--- config.mk ---
export PLATFORM = sky130hd
export DESIGN_NAME = muldiv_sequencer
export DESIGN_NICKNAME = d
export VERILOG_FILES = /design/src/rtl/muldiv_sequencer.sv
export SDC_FILE = /design/constraint.sdc
export NUM_CORES = 1
export LEC_CHECK = 0
export ABC_AREA = 1
export BUFFER_PORTS_ARGS = -buffer_cell sky130_fd_sc_hd__buf_2
export CAP_MARGIN = 30
export CORE_AREA = 2 2 39 41
export DETAILED_ROUTE_END_ITERATION = 10
export DIE_AREA = 0 0 41 43
export PLACE_DENSITY = 0.41
export SLEW_MARGIN = 20
export SYNTH_ARGS = -nofsm -noshare
export SYNTH_HDL_FRONTEND = slang
export SYNTH_SLANG_ARGS = --single-unit
--- constraint.sdc ---
create_clock -name clk -period 1.3 [get_ports clk]
set_input_delay 0.26 -clock clk [delete_from_list [all_inputs] [get_ports clk]]
set_output_delay 0.26 -clock clk [all_outputs]
set_load 0.05 [all_outputs]
--- src/rtl/muldiv_sequencer.sv ---
// -----------------------------------------------------------------------------
// muldiv_sequencer
//
// Purpose:
//   Control FSM that sits between the control unit and an iterative
//   multiplier / divider pair. It issues one-cycle start pulses, waits for the
//   selected unit to complete, and then either commits the result into HI/LO
//   or raises a divide-by-zero exception. An optional watchdog aborts a unit
//   that never completes.
//
// Configuration:
//   MULDIV_TIMEOUT_EN  - when defined, a 6-bit watchdog counter and the TOUT
//                        state are built in. When undefined, timeout_err is
//                        tied low and the WAIT states wait indefinitely.
//
// Ports:
//   clk          in   system clock, rising edge
//   rst          in   asynchronous reset, active low
//   req_mult     in   start-multiply request (honoured only in IDLE)
//   req_div      in   start-divide request (honoured only in IDLE)
//   mult_start   out  one-cycle start pulse to the multiplier
//   div_start    out  one-cycle start pulse to the divider
//   mult_end     in   multiplier completion
//   div_end      in   divider completion
//   div_zero     in   divider divide-by-zero flag (looked at only in DWAIT)
//   hilo_sel     out  HI/LO source select: 0 = multiplier, 1 = divider
//   hilo_write   out  HI/LO load enable
//   busy         out  high in every state except IDLE
//   done         out  one-cycle pulse when a result is committed
//   div_zero_exc out  one-cycle divide-by-zero exception pulse
//   timeout_err  out  one-cycle watchdog error pulse
// -----------------------------------------------------------------------------
module muldiv_sequencer (
  input  logic clk,
  input  logic rst,
  input  logic req_mult,
  input  logic req_div,
  output logic mult_start,
  output logic div_start,
  input  logic mult_end,
  input  logic div_end,
  input  logic div_zero,
  output logic hilo_sel,
  output logic hilo_write,
  output logic busy,
  output logic done,
  output logic div_zero_exc,
  output logic timeout_err
);

  typedef enum logic [2:0] {
    IDLE   = 3'd0,
    MSTART = 3'd1,
    MWAIT  = 3'd2,
    DSTART = 3'd3,
    DWAIT  = 3'd4,
    WRITE  = 3'd5,
    EXC    = 3'd6
`ifdef MULDIV_TIMEOUT_EN
    ,
    TOUT   = 3'd7
`endif
  } state_t;

  state_t r_state;
  state_t w_state_next;
  logic   r_hilo_sel;

`ifdef MULDIV_TIMEOUT_EN
  logic [5:0] r_wdog_cnt;
  logic       w_wdog_expired;

  assign w_wdog_expired = (r_wdog_cnt == 6'd63);
`endif

  // State register
  always_ff @(posedge clk or negedge rst) begin
    if (!rst) begin
      r_state <= IDLE;
    end else begin
      r_state <= w_state_next;
    end
  end

  // Next-state logic. Completion inputs are only looked at in the WAIT state
  // of the unit that was started, so stale or cross-unit completions are
  // harmless. A completion beats the watchdog when both occur together.
  always_comb begin
    w_state_next = r_state;
    case (r_state)
      IDLE: begin
        if (req_mult) begin
          w_state_next = MSTART;
        end else if (req_div) begin
          w_state_next = DSTART;
        end
      end
      MSTART: w_state_next = MWAIT;
      MWAIT: begin
        if (mult_end) begin
          w_state_next = WRITE;
        end
`ifdef MULDIV_TIMEOUT_EN
        else if (w_wdog_expired) begin
          w_state_next = TOUT;
        end
`endif
      end
      DSTART: w_state_next = DWAIT;
      DWAIT: begin
        // Divide-by-zero takes priority over a simultaneous div_end.
        if (div_zero) begin
          w_state_next = EXC;
        end else if (div_end) begin
          w_state_next = WRITE;
        end
`ifdef MULDIV_TIMEOUT_EN
        else if (w_wdog_expired) begin
          w_state_next = TOUT;
        end
`endif
      end
      WRITE:   w_state_next = IDLE;
      EXC:     w_state_next = IDLE;
`ifdef MULDIV_TIMEOUT_EN
      TOUT:    w_state_next = IDLE;
`endif
      default: w_state_next = IDLE;
    endcase
  end

  // HI/LO source select: updated only when a new operation is launched, so it
  // holds steady from the start pulse through the commit cycle and beyond.
  always_ff @(posedge clk or negedge rst) begin
    if (!rst) begin
      r_hilo_sel <= 1'b0;
    end else if (w_state_next == MSTART) begin
      r_hilo_sel <= 1'b0;
    end else if (w_state_next == DSTART) begin
      r_hilo_sel <= 1'b1;
    end
  end

`ifdef MULDIV_TIMEOUT_EN
  // Watchdog: zeroed during the start pulse, counts every WAIT cycle. Wrap
  // after 63 is irrelevant because the FSM leaves the WAIT state on that edge.
  always_ff @(posedge clk or negedge rst) begin
    if (!rst) begin
      r_wdog_cnt <= 6'd0;
    end else if ((r_state == MSTART) || (r_state == DSTART)) begin
      r_wdog_cnt <= 6'd0;
    end else if ((r_state == MWAIT) || (r_state == DWAIT)) begin
      r_wdog_cnt <= r_wdog_cnt + 6'd1;
    end
  end

  assign timeout_err = (r_state == TOUT);
`else
  assign timeout_err = 1'b0;
`endif

  // Moore outputs, decoded purely from registered state.
  assign mult_start   = (r_state == MSTART);
  assign div_start    = (r_state == DSTART);
  assign hilo_write   = (r_state == WRITE);
  assign done         = (r_state == WRITE);
  assign div_zero_exc = (r_state == EXC);
  assign busy         = (r_state != IDLE);
  assign hilo_sel     = r_hilo_sel;

endmodule

# Yosys cells after proc, flatten, opt, wreduce, memory -nomap -nowiden
# Cells that the tools add are included.
# totals
in_bits	7
ff_bits	4
output_inout_bits	8
elab_cells	21
# op_classes
reduce_logical	3
n_eq_ne	8
mux	8
# op_table
operator	count
$mux W3	5
$pmux W3 S5	1
$eq A3 B2 Y1 const B	3
$eq A3 B3 Y1 const B	3
$eq A3 B1 Y1 const B	2
$logic_not A3 Y1	1
$reduce_bool A3 Y1	1
$mux W1	2
$reduce_bool A2 Y1	1

# Longest topological paths before layout
# logic_depth
ltp_word	6
depth_mapped	6
depth_no_buf	5

# Worst setup path after synthesis
# Ideal clock, no wire load.
# synth_path
path_kind	register -> output
startpoint	reg r_state[0]
endpoint	out hilo_write
required_time_ps	1040
setup_slack_ps	-975
stages_incl_launch_ff	4
t_arrival_ps	2015
n_path_buf	1
path_cell_list	dfrtp_1 inv_2 nor3_1 buf_4
# synth_between
elab_chain_len	1
# synth_lines
element	line_no	text
from (decl)	65	state_t r_state;
from (signal assigned)	81	r_state <= w_state_next;
$eq A3 B3 Y1	-	
to (decl)	44	output logic hilo_write,
# Every way passes these cells.

# Worst setup path after layout
# layout_path
startpoint	reg r_state[0]
endpoint	out busy
# layout_between
elab_chain_len	1
# layout_lines
element	line_no	text
$reduce_bool A3 Y1	168	assign busy = (r_state != IDLE);
to (decl)	45	output logic busy,
# Every way passes these cells.

==> qor.txt <==
Status - complete, but fails checks
Failing checks - setup timing
CP peak stage delay - 0.44 ns
Yosys top cell area share - 0.3509
Hold Startpoint - mult_end
Synth async-reset ratio - 1.000
Setup-failing EPs final - 6
CP max-delay cell - dfrtp_2
Synth Register Bits - 4
Worst-case vdd ir drop - 863.1 uV
Mux contribution to synthesized area - 0
Top cells by area, synth - dfrtp_1, nand2_1, nor2_1
Syn_area_per_cell - 7.315 sq um
Antenna violations before repair - 0
Unrepaired setup endpoints after global routing - yes
Xor/xnor share of the synthesized area - 0
Setup ws final - -0.1078 ns
Final nets - 69
Post-Synth Adder-Cell Area - 0
Compound-Gate Fraction of Synth Area - 0.1053
Drt pass-1 iters - 3
Netlist cell types - 18
Antenna diodes - 0
Vias per inst - 4.026
Post-synthesis simple-gate area fraction - 0.3728
Die height - 43 um
Die area - 1763 sq um
R2R Path Start - r_state[1]
Fin Hold WS - 0.2891 ns
Most common library cells after synthesis - nand2_1, nor2_1, dfrtp_1
Clock sink count - 4
IO buf count - 13
DRC - 0
Synth Instances - 39
Gr usage total - 0.1029
Total congestion overflow - 0
Most common cell in the synthesized netlist - nand2_1
Overall Power - 1.443 mW
Worst-path clk slew - 0.04 ns
Worst hold path type - input pin to register
CTS max path bufs - 2
HPWL after DPL - 551 um
Power density cells - 2805 nW/um^2
CTS Buf Count - 3
Vias in the first global route - 287
Period utilization - 1.083
Tmin final - 1.408 ns
Post-route design area - 514.2 sq um
Initial Utilization - 0.2061
Critical path's top delay family - flip-flops
CTS tree - done
Register area share after synthesis - 0.3509
Ports - 15
Startpoint Class - register
Core box area - 1384 sq um
Cell row count - 14
Crit-path cells - buf_6 -> nor2_4 -> nand2_2 -> buf_8
CP arrival - 1.15 ns
Main combinational cell family by area after synthesis - simple AND/OR/NAND/NOR gates
Setup crit start - r_state[0]
Gpl congestion - 0.6374
DR iter-0 viols - 5
Final Hold Fails - 0
Max cap viols - 0
Die Span X - 41 um
Clock skew - 0.003778 ns
First-pass GRT wire length - 1166 um
Vias - 310
Top_reg_cell synth - dfrtp_1
Root buf cell - clkbuf_4
Leak - 0.2525 nW
Post-synthesis cell area - 285.3 sq um
Fmax - 710.3 MHz
Clock insertion delay at the later pin of the skew report - 0.24 ns
Syn Nets - 46
Number of synthesized flops with an enable pin - 0
ANT nets after route - 0
Warnings, synthesis - 0
CP endpoint kind - output port
Finished Layout Cells - 77
Area delta synth->final - 80.26%
Max-slew violation count - 0
Largest net degree at the start of global routing - 6
DP Area - 386.6 sq um
CP max FO - 4
CTS H-Tree Depth - 1
DP Cell Count - 68
Synth area leader - dfrtp_1
Fraction of layout cells with a size suffix above 1 - 0.5738
WL/cell - 8.831 um
Wirelength, routed - 680 um
Worst Path Class, Setup - register to output port
Crit path required time - 1.04 ns
CP bufs+invs - 2
## power breakdown
| group | internal, mW | switching, mW | total [mW] |
|---|---|---|---|
| sequential | 0.189 | 0.0808 | 0.270 |
| combinational | 0.411 | 0.586 | 0.997 |
| clock | 0.116 | 0.0602 | 0.176 |
| total | 0.716 | 0.727 | 1.44 |
## registers in the layout, summed over array words and instances (netlist names)
name	count
r_state	3
hilo_sel	1
## routing by layer
| layer | wire length, um | vias to the layer above | GRT usage |
|---|---|---|---|
| met4 | 22 | 0 | 0.1000 |
| met5 | 0 | - | 0 |
| met2 | 297 | 12 | 0.1344 |
| met3 | 37 | 2 | 0.01571 |
| met1 | 322 | 132 | 0.1340 |
| li1 | - | 164 | - |
## stage by stage
stage                     worst slack (ns)  TNS, ns    util
final                              -0.1078  -0.5190  0.3716
after CTS                          -0.1146  -0.5887  0.3635
after floorplan                    -0.1955  -0.6010       -
after detailed placement           0.04552        0  0.2794
after global routing               -0.1667  -0.8619  0.3716
after global placement             0.04628        0  0.2794
## worst min-delay path, delay by kind of cell
| family | cells | cell delay, ns |
|---|---|---|
| buffers and inverters | 1 | 0.09 |
| AND/OR/NAND/NOR | 2 | 0.15 |
## final cells by class
class                           count  area, sq um
Timing Repair Buffer               21        180.2
Multi-Input combinational cell     27        166.4
Fill cell                         153        869.6
Sequential cell                     4        102.6
Clock buffer                        4        26.28
Tap cell                           16        20.02
Inverter                            5        18.77
## repair_timing
| action | CTS | global route |
|---|---|---|
| hold endpoints to repair | 4 | 0 |
| endpoints found under the setup margin | 6 | 6 |
| buffers inserted | 3 | 1 |
| pin swaps | 5 | 2 |
| hold buffers | 1 | 0 |
| gates resized for setup | 18 | 1 |
## path summary, 6_finish.rpt
path                              endpoint  slack [ns]  depth (start not counted)
worst max-delay path                  busy       -0.11                          4
worst min register to register    hilo_sel        0.47                          2
worst min-delay path            r_state[0]        0.29                          3
max in group asynchronous       r_state[1]        0.82                          2
min in group asynchronous       r_state[2]        0.34                          2
worst max register to register  r_state[1]        0.10                          6
## cell usage in the layout (no fill, tap or decap), types with 2 or more instances in the layout
cell and count:
a21oi_1 3, buf_2 7, buf_4 5, buf_6 6, buf_8 2, clkbuf_4 3
dfrtp_1 2, dfrtp_2 2, inv_1 3, inv_2 2, nand2_1 6, nand2_2 2
nor2_1 4, nor2_4 2, nor3_2 2
## logic make-up (layout without fill, tap and decap cells)
kind of cell           after synthesis  after routing
AOI/OAI and AO/OA                    5              5
buffers and inverters                8             30
DFF                                  4              4
other                                1              1
and+or+nand+nor                     21             21
Note: power is estimated with default switching activity, not from simulation.
